**config.mk**
```make
export PLATFORM = sky130hd
export DESIGN_NAME = spi_regbank
export DESIGN_NICKNAME = d
export VERILOG_FILES = /design/src/rtl/spi_regbank_pkg.sv /design/src/rtl/spi_reg.sv /design/src/rtl/spi_regbank.sv
export SDC_FILE = /design/constraint.sdc
export NUM_CORES = 1
export LEC_CHECK = 0
export CORE_MARGIN = 4
export CORE_UTILIZATION = 35
export DETAILED_ROUTE_END_ITERATION = 6
export PLACE_DENSITY = 0.64
export SKIP_CTS_REPAIR_TIMING = 1
export SLEW_MARGIN = 20
export SYNTH_ARGS = -nofsm -noshare
export SYNTH_HDL_FRONTEND = slang
export SYNTH_HIERARCHICAL = 1
export SYNTH_SLANG_ARGS = --single-unit
```
**constraint.sdc**
```tcl
create_clock -name clk -period 3 [get_ports clk]
set_input_delay 0.6 -clock clk [delete_from_list [all_inputs] [get_ports clk]]
set_output_delay 0.6 -clock clk [all_outputs]
set_load 0.005 [all_outputs]
```
**src/rtl/spi_regbank_pkg.sv**
```systemverilog
// rtl/spi_regbank_pkg.sv - shared address offsets and address-width helper for spi_regbank
package spi_regbank_pkg;

  // Flag and mask registers sit directly after the status range.
  localparam int FLAG_OFS = 0;
  localparam int MASK_OFS = 1;

  function automatic int addr_width(input int num_cfg, input int num_status);
    return $clog2(num_cfg + num_status + 2);
  endfunction

endpackage

```
**src/rtl/spi_reg.sv**
```systemverilog
// rtl/spi_reg.sv - SPI slave serial core: {rw, addr, data} frames, MSB first, all four CPOL/CPHA modes
module spi_reg #(
  parameter int ADDR_W = 4,
  parameter int REG_W  = 8
) (
  input  logic              clk,
  input  logic              rstb,
  input  logic [1:0]        mode,
  input  logic              spi_cs_n,
  input  logic              spi_clk,
  input  logic              spi_mosi,
  output logic              spi_miso,
  input  logic [REG_W-1:0]  status,
  output logic [ADDR_W-1:0] rd_addr,
  input  logic [REG_W-1:0]  rd_data,
  output logic              wr_valid,
  output logic [ADDR_W-1:0] wr_addr,
  output logic [REG_W-1:0]  wr_data
);

  localparam int HDR   = 1 + ADDR_W;
  localparam int FRAME = HDR + REG_W;
  localparam int CNT_W = $clog2(FRAME + 1);

  logic [2:0]         cs_sync;
  logic [2:0]         sclk_sync;
  logic [1:0]         mosi_sync;
  logic               armed;
  logic [CNT_W-1:0]   bit_cnt;
  logic [FRAME-2:0]   rx_sr;
  logic [REG_W-1:0]   tx_sr;
  logic               in_frame;
  logic               frame_start;
  logic               sclk_rise;
  logic               sclk_fall;
  logic               sample_on_rise;
  logic               sample_edge;
  logic               shift_edge;

  // A frame only counts once chip-select has been seen high since reset,
  // so a reset in the middle of a transfer cannot resume it.
  assign in_frame       = armed & ~cs_sync[1];
  assign frame_start    = armed & cs_sync[2] & ~cs_sync[1];
  assign sclk_rise      = sclk_sync[1] & ~sclk_sync[2];
  assign sclk_fall      = ~sclk_sync[1] & sclk_sync[2];
  assign sample_on_rise = (mode[1] == mode[0]);
  assign sample_edge    = in_frame & (sample_on_rise ? sclk_rise : sclk_fall);
  assign shift_edge     = in_frame & (sample_on_rise ? sclk_fall : sclk_rise);

  assign spi_miso = tx_sr[REG_W-1];
  assign rd_addr  = rx_sr[ADDR_W-1:0];
  assign wr_addr  = rx_sr[REG_W +: ADDR_W];
  assign wr_data  = rx_sr[REG_W-1:0];

  always_ff @(posedge clk or negedge rstb) begin
    if (!rstb) begin
      cs_sync   <= '0;
      sclk_sync <= '0;
      mosi_sync <= '0;
      armed     <= 1'b0;
      bit_cnt   <= '0;
      rx_sr     <= '0;
      tx_sr     <= '0;
      wr_valid  <= 1'b0;
    end else begin
      cs_sync   <= {cs_sync[1:0], spi_cs_n};
      sclk_sync <= {sclk_sync[1:0], spi_clk};
      mosi_sync <= {mosi_sync[0], spi_mosi};
      armed     <= armed | cs_sync[1];
      wr_valid  <= 1'b0;
      if (!in_frame) begin
        bit_cnt <= '0;
      end
      // First shift edge of a CPHA=1 frame only presents the already-loaded MSB.
      if (frame_start) begin
        tx_sr <= status;
      end else if (shift_edge) begin
        if (bit_cnt == CNT_W'(HDR)) begin
          tx_sr <= rd_data;
        end else if (bit_cnt != '0) begin
          tx_sr <= {tx_sr[REG_W-2:0], 1'b0};
        end
      end
      if (sample_edge && bit_cnt < CNT_W'(FRAME)) begin
        rx_sr    <= {rx_sr[FRAME-3:0], mosi_sync[1]};
        bit_cnt  <= bit_cnt + 1'b1;
        wr_valid <= (bit_cnt == CNT_W'(FRAME - 1)) & rx_sr[FRAME-2];
      end
    end
  end

endmodule

```
**src/rtl/spi_regbank.sv**
```systemverilog
// rtl/spi_regbank.sv - SPI-accessible config/status register bank with change flags and irq
module spi_regbank
  import spi_regbank_pkg::*;
#(
  parameter int NUM_CFG    = 8,
  parameter int NUM_STATUS = 4,
  parameter int REG_WIDTH  = 8,
  parameter logic [NUM_CFG*REG_WIDTH-1:0] CFG_RST = '0
) (
  input  logic                            clk,
  input  logic                            rstb,
  input  logic                            ena,
  input  logic [1:0]                      mode,
  input  logic                            spi_cs_n,
  input  logic                            spi_clk,
  input  logic                            spi_mosi,
  output logic                            spi_miso,
  output logic [NUM_CFG*REG_WIDTH-1:0]    config_regs,
  input  logic [NUM_STATUS*REG_WIDTH-1:0] status_regs,
  output logic [NUM_CFG-1:0]              cfg_wr_pulse,
  output logic                            irq
);

  localparam int ADDR_W = addr_width(NUM_CFG, NUM_STATUS);
  localparam int A_FLAG = NUM_CFG + NUM_STATUS + FLAG_OFS;
  localparam int A_MASK = NUM_CFG + NUM_STATUS + MASK_OFS;

  logic [ADDR_W-1:0]               rd_addr;
  logic [ADDR_W-1:0]               wr_addr;
  logic [REG_WIDTH-1:0]            rd_data;
  logic [REG_WIDTH-1:0]            wr_data;
  logic                            wr_valid;
  logic                            wr_ok;
  logic [31:0]                     ra;
  logic [31:0]                     wa;
  logic [NUM_CFG*REG_WIDTH-1:0]    cfg_q;
  logic [NUM_STATUS*REG_WIDTH-1:0] status_q;
  logic [NUM_STATUS-1:0]           flag_q;
  logic [NUM_STATUS-1:0]           mask_q;
  logic [NUM_STATUS-1:0]           flag_set;
  logic [NUM_STATUS-1:0]           flag_clr;
  logic                            prime;

  spi_reg #(
    .ADDR_W (ADDR_W),
    .REG_W  (REG_WIDTH)
  ) u_spi_reg (
    .clk      (clk),
    .rstb     (rstb),
    .mode     (mode),
    .spi_cs_n (spi_cs_n),
    .spi_clk  (spi_clk),
    .spi_mosi (spi_mosi),
    .spi_miso (spi_miso),
    .status   ('0),
    .rd_addr  (rd_addr),
    .rd_data  (rd_data),
    .wr_valid (wr_valid),
    .wr_addr  (wr_addr),
    .wr_data  (wr_data)
  );

  assign ra          = 32'(rd_addr);
  assign wa          = 32'(wr_addr);
  assign wr_ok       = wr_valid & ena;
  assign config_regs = cfg_q;

  // Set beats clear: flag_set is OR-ed in after the W1C mask is applied.
  always_comb begin
    flag_set = '0;
    flag_clr = '0;
    for (int j = 0; j < NUM_STATUS; j++) begin
      flag_set[j] = ena & prime &
                    (status_regs[j*REG_WIDTH +: REG_WIDTH] != status_q[j*REG_WIDTH +: REG_WIDTH]);
    end
    if (wr_ok && wa == 32'(A_FLAG)) begin
      flag_clr = wr_data[NUM_STATUS-1:0];
    end
  end

  always_comb begin
    rd_data = '0;
    if (ra < 32'(NUM_CFG)) begin
      rd_data = cfg_q[ra*REG_WIDTH +: REG_WIDTH];
    end else if (ra < 32'(NUM_CFG + NUM_STATUS)) begin
      rd_data = status_q[(ra - 32'(NUM_CFG))*REG_WIDTH +: REG_WIDTH];
    end else if (ra == 32'(A_FLAG)) begin
      rd_data = REG_WIDTH'(flag_q);
    end else if (ra == 32'(A_MASK)) begin
      rd_data = REG_WIDTH'(mask_q);
    end
  end

  always_ff @(posedge clk or negedge rstb) begin
    if (!rstb) begin
      cfg_q        <= CFG_RST;
      cfg_wr_pulse <= '0;
      status_q     <= '0;
      flag_q       <= '0;
      mask_q       <= '0;
      irq          <= 1'b0;
      prime        <= 1'b0;
    end else begin
      status_q <= status_regs;
      prime    <= 1'b1;
      flag_q   <= (flag_q & ~flag_clr) | flag_set;
      irq      <= |(flag_q & mask_q);
      if (wr_ok && wa == 32'(A_MASK)) begin
        mask_q <= wr_data[NUM_STATUS-1:0];
      end
      for (int k = 0; k < NUM_CFG; k++) begin
        cfg_wr_pulse[k] <= wr_ok && (wa == 32'(k));
        if (wr_ok && (wa == 32'(k))) begin
          cfg_q[k*REG_WIDTH +: REG_WIDTH] <= wr_data;
        end
      end
    end
  end

endmodule

```
## After elaboration in Yosys (flattened, before gate mapping)

Index checks and enable logic that the tools add are counted.

| storage, ports and cells | value |
|---|---|
| register bits after elaboration | 148 |
| word-level logic and storage cells | 101 |

| operators by class | value |
|---|---|
| $add $sub $neg | 2 |
| order comparisons | 3 |
| equal/unequal tests | 19 |
| shift operators | 2 |
| mux-type cells | 14 |
| bitwise gates (word level) | 22 |
| reductions and logical operators | 17 |

Operators with widths:

| kind | number |
|---|---|
| indexed part select 64 x 8 -> 8 bit | 1 |
| two-way mux 8 bit | 6 |
| indexed part select 32 x 33 -> 8 bit | 1 |
| logical NOT 32 bit | 1 |
| != test 8 bit | 4 |
| == test 4 x 3 -> 1 bit (second input constant) | 5 |
| == test 4 bit (second input constant) | 5 |
| two-way mux 4 bit | 5 |
| AND 1 bit | 14 |
| < comparator 4 bit (second input constant) | 3 |
| logical AND 1 bit | 11 |
| AND 4 bit | 2 |
| == test 4 x 2 -> 1 bit (second input constant) | 2 |
| subtractor 4 x 4 -> 5 bit (second input constant) | 1 |
| adder 4 x 1 -> 4 bit (second input constant) | 1 |
| == test 4 x 1 -> 1 bit (second input constant) | 1 |
| inverter 4 bit | 1 |
| bitwise OR 4 bit | 1 |
| nonzero test 4 bit | 1 |
| OR reduction 4 bit | 1 |
| two-way mux 1 bit | 3 |
| inverter 1 bit | 3 |
| nonzero test 3 bit | 1 |
| != test 2 bit (second input constant) | 1 |
| other kinds (4) | 4 |

## Logic depth before layout (Yosys ltp)

| depth | value |
|---|---|
| depth in word-level cells | 8 |
| depth in mapped cells | 9 |
| mapped depth without buffers | 7 |

## Modules after synthesis

The synthesis kept the hierarchy.

By module, submodules not included:

| module | instances | cells each | area an instance (um^2) | sequential area each (um^2) |
|---|---|---|---|---|
| spi_regbank | 1 | 352 | 5,071.1 | 2,852.7 |
| spi_reg | 1 | 129 | 1,612.8 | 850.8 |

## Worst setup path after synthesis

Ideal clock, no wire load.

| timing path | value |
|---|---|
| kind | reg2reg |
| start point | register u_spi_reg.rx_sr[1] |
| end point | register u_spi_reg.tx_sr[4] |
| setup time | 125 ps |
| arrival | 1,938 ps |
| required time | 2,875 ps |
| slack | 937 ps |
| stages on the path, launching flop included | 10 |
| buffers on the path | 3 |
| path through | dfrtp_1 buf_2 buf_2 buf_2 mux4_2 a22oi_1 nand2_1 a21oi_1 a21oi_1 mux2_2 |

| between the ends | value |
|---|---|
| word-level cells in the longest chain between the ends | 7 |
| elaborated cells between the ends (all ways) | 10 |
| classes of those cells | add/sub (1); order compare (2); shift (2); mux (5) |

RTL lines:

| item | line | source |
|---|---|---|
| start, declared | spi_reg.sv:30 | `logic [FRAME-2:0] rx_sr;` |
| start signal, assigned | spi_reg.sv:85 | `rx_sr <= {rx_sr[FRAME-3:0], mosi_sync[1]};` |
| subtractor 4 x 4 -> 5 bit | spi_regbank.sv:86 | `rd_data = status_q[(ra - 32'(NUM_CFG))*REG_WIDTH +: REG_WIDTH];` |
| indexed part select 32 x 33 -> 8 bit | spi_regbank.sv:86 |  |
| two-way mux 8 bit | spi_regbank.sv:85 | `end else if (ra < 32'(NUM_CFG + NUM_STATUS)) begin` |
| two-way mux 8 bit * | spi_regbank.sv:83 | `if (ra < 32'(NUM_CFG)) begin` |
| named net rd_data[4] | spi_regbank.sv:30 | `logic [REG_WIDTH-1:0] rd_data;` |
| two-way mux 8 bit * | spi_reg.sv:78 | `if (bit_cnt == CNT_W'(HDR)) begin` |
| two-way mux 8 bit * | spi_reg.sv:77 | `end else if (shift_edge) begin` |
| two-way mux 8 bit * | spi_reg.sv:75 | `if (frame_start) begin` |
| end signal, assigned | spi_reg.sv:76 | `tx_sr <= status;` |
| end signal, assigned | spi_reg.sv:79 | `tx_sr <= rd_data;` |
| end signal, assigned | spi_reg.sv:81 | `tx_sr <= {tx_sr[REG_W-2:0], 1'b0};` |
| end, declared | spi_reg.sv:31 | `logic [REG_W-1:0] tx_sr;` |

Mark *: on every way through the listed nets, which the timed path passes. The rest lies on a longest branch. The select of a mux whose other input is x is not followed.
A chain may end at the register's enable or synchronous reset.

## Final worst setup path

| timing path | value |
|---|---|
| start point | register u_spi_reg.rx_sr[1] |
| end point | register u_spi_reg.tx_sr[0] |

| between the ends | value |
|---|---|
| word-level cells in the longest chain between the ends | 8 |
| elaborated cells between the ends (all ways) | 14 |
| classes of those cells | add/sub (1); order compare (2); eq/ne (2); shift (2); mux (7) |

RTL lines:

| item | line |
|---|---|
| branches (longest 4 deep; another with subtractor 4 x 4 -> 5 bit) | - |
| two-way mux 8 bit * | spi_regbank.sv:83 |
| named net rd_data[0] | spi_regbank.sv:30 |
| two-way mux 8 bit * | spi_reg.sv:78 |
| two-way mux 8 bit * | spi_reg.sv:77 |
| two-way mux 8 bit * | spi_reg.sv:75 |

Mark *: on every way through the listed nets, which the timed path passes. The select of a mux whose other input is x is not followed.

==> results.toml <==
[run_status]
status = "completed"

[clocking]
numCtsBuffers = 17
cts_max_level = 4
root_buffer = "clkbuf_16"
cts_buffer_depth = 2
cts_tree = "done"
clk_latency_ns = 0.42
cts.sinks = 148
clk_pin_slew_ns = 0.06

[final_layout]
multi_input_area_um2 = 2830
nFillCells = 1656
regArea_um2 = 3700
instances_no_fill = 850
synthToLayoutAreaGrowth_pct = 30.9
final_cell_mix = "dfrtp_1 (147), clkdlybuf4s50_1 (112), mux2_2 (75), xor2_1 (32), nand2_1 (31)"
fin_area_um2 = 8750
n_antenna_cell = 0
layout-drive-gt1-share_pct = 26.0
fin_nets = 647
layout_commonest_cell = "dfrtp_1"

[sta]
layout_setup_ws_ns = 0.671
finClkSkew_ns = 0.00991
tns_ns = 0
period_share_pct = 77.6
period_needed_ns = 2.33
setup_violations = 0
clock.fmax_mhz = 429
slew_headroom_pct = 55.1
tightest_slew_ns = 0.669
final_hold_viol_count = 0
slew_viol_final = 0
rsz0062_at_grt = "false"

[critical_path]
timing.rr.start = "u_spi_reg/rx_sr[1]"
critPathMaxFanout = 29
timing.rr.end = "u_spi_reg/tx_sr[0]"
arrival_ns = 2.62
rr_worst_depth = 7
setup.worst_path.end_class = "register"
slowest_stage = "dfrtp_2"
crit_type = "reg2reg"
worst_ep_required_time_ns = 3.29
rrSetupSlack_ns = 0.67
worst_setup_path_start_kind = "register"
cp_top_family = "multiplexers"
max_stage_delay_ns = 0.68
crit_chain = "buf_12 > mux4_2 > nor2_1 > o221ai_1 > nand3_1 > nand2_1 > mux2_1"
worst-path-buf-inv = 1

[synthesis]
synth_cell_types = 48
synth_edf_count = 0
ys.flop_type = "dfrtp_1"
postSynthAreaPerCell_um2 = 13.9
yosysWarnings = 6
async_flop_share_pct = 100
netlist_instances = 481
synth_area_um2 = 6680
ys_seq_area_share_pct = 55.4
ys_seq_elements = 148

[die]
rows = 50
die_w_um = 146
die-area_um2 = 21400
num_io_pins = 114
initial_utilization_pct = 35.6
die_h_um = 146
core_area_um2 = 18800

[placement]
numPortBuffers = 113
gp_congestion = 0.810
placed_cells = 819
hpwl_um = 12000
pre_cts_slack_ns = 0.319
placed_cell_area_um2 = 8080

[drt]
routedWlPerCell_um = 19.3
wl_met1_um = 7630
drtIter0Drc = 210
wl_met2_um = 7910
dr_total_vias = 4259
dr.pass1.iters = 4
drt_wl_total_um = 16400
routed_via_density = 5.01
wl_met3_um = 785
drc = 0
top_layer = "met4"
drtAntennaViolNets = 0

[grt]
antenna_found_initial = 0
overflow = 0
grt_pass1_wl_um = 26700
grt_usage_pct = 16.1
grt_pass1_vias = 4614
grt_max_degree = 67

[power]
peakVddDrop_mv = 0.459
p_leak_nw = 3.99
p_total_mw = 5.71
cellPowerDensity_nw_per_um2 = 653

[run]
cap_violations = 0

[worst_hold_path]
min_path_type = "in2async"
synthesized netlist by cell type, drive strengths merged, types with 6 or more instances:
cell | n | area [um2]
buf | 21 | 131
xor2 | 33 | 297
a22oi | 6 | 45.0
a21oi | 20 | 100
mux2i | 20 | 213
mux4 | 16 | 360
inv | 8 | 30.0
nand2 | 31 | 116
dfrtp | 148 | 3700
mux2 | 92 | 1100
nor4 | 8 | 50.1
nor2 | 16 | 67.6
cell type report:
cell class	instances	area share, %
Tap cell	234	3.35
Multi-Input combinational cell	307	32.3
Timing Repair Buffer	122	14.0
Inverter	8	0.343
Clock inverter	9	1.97
Clock buffer	22	5.65
Sequential cell	148	42.3
report_power, final:
group          internal (mW)  switching [mW]
registers               2.13           0.218
clock network           1.58           0.779
logic                  0.487           0.520
per-layer routing:
metal / up-vias / GRT usage [%]
li1: 1968 / -
met1: 2168 / 21.8
met2: 113 / 26.4
met3: 10 / 3.66
met4: 0 / 3.95
met5: - / 0
sequential cells by signal (all words and copies together), names as in the netlist, 3 cells and up:
signal	flops
config_regs	64
status_q	32
u_spi_reg/rx_sr	12
cfg_wr_pulse	8
u_spi_reg/tx_sr	8
flag_q	4
mask_q	4
u_spi_reg/bit_cnt	4
u_spi_reg/cs_sync	3
u_spi_reg/sclk_sync	3
worst max-delay path by stage:
stage / startpoint / slack [ns] / depth (start not counted) / to
after floorplan: u_spi_reg/rx_sr[1] / 0.94 / 9 / u_spi_reg/tx_sr[4]
after global placement: ena / 0.35 / 5 / config_regs[16]
after detailed placement: ena / 0.32 / 5 / config_regs[17]
after CTS: u_spi_reg/rx_sr[1] / 0.68 / 7 / u_spi_reg/tx_sr[0]
after global routing: u_spi_reg/rx_sr[1] / 0.53 / 7 / u_spi_reg/tx_sr[4]
final: u_spi_reg/rx_sr[1] / 0.67 / 7 / u_spi_reg/tx_sr[0]
stage by stage:
step | utilization [%] | hold WS (ns)
global route | 46.6 | 0.219
detailed placement | 43.1 | 0.335
CTS | 46.6 | 0.191
global placement | 43.1 | 0.334
finish | 46.6 | 0.165
floorplan | - | 0.304
logic make-up after synthesis:
logic type,after synthesis,share of synthesized area [%]
AO/OA/AOI/OAI,49,5.11
XOR/XNOR,33,4.44
adder cells (fa/ha/maj),3,0.562
buffers and inverters,33,2.64
flip-flops,148,55.4
multiplexers,128,25.0
other,2,0.112
AND/OR/NAND/NOR,85,6.76
Power figures use the tool's default switching activity.
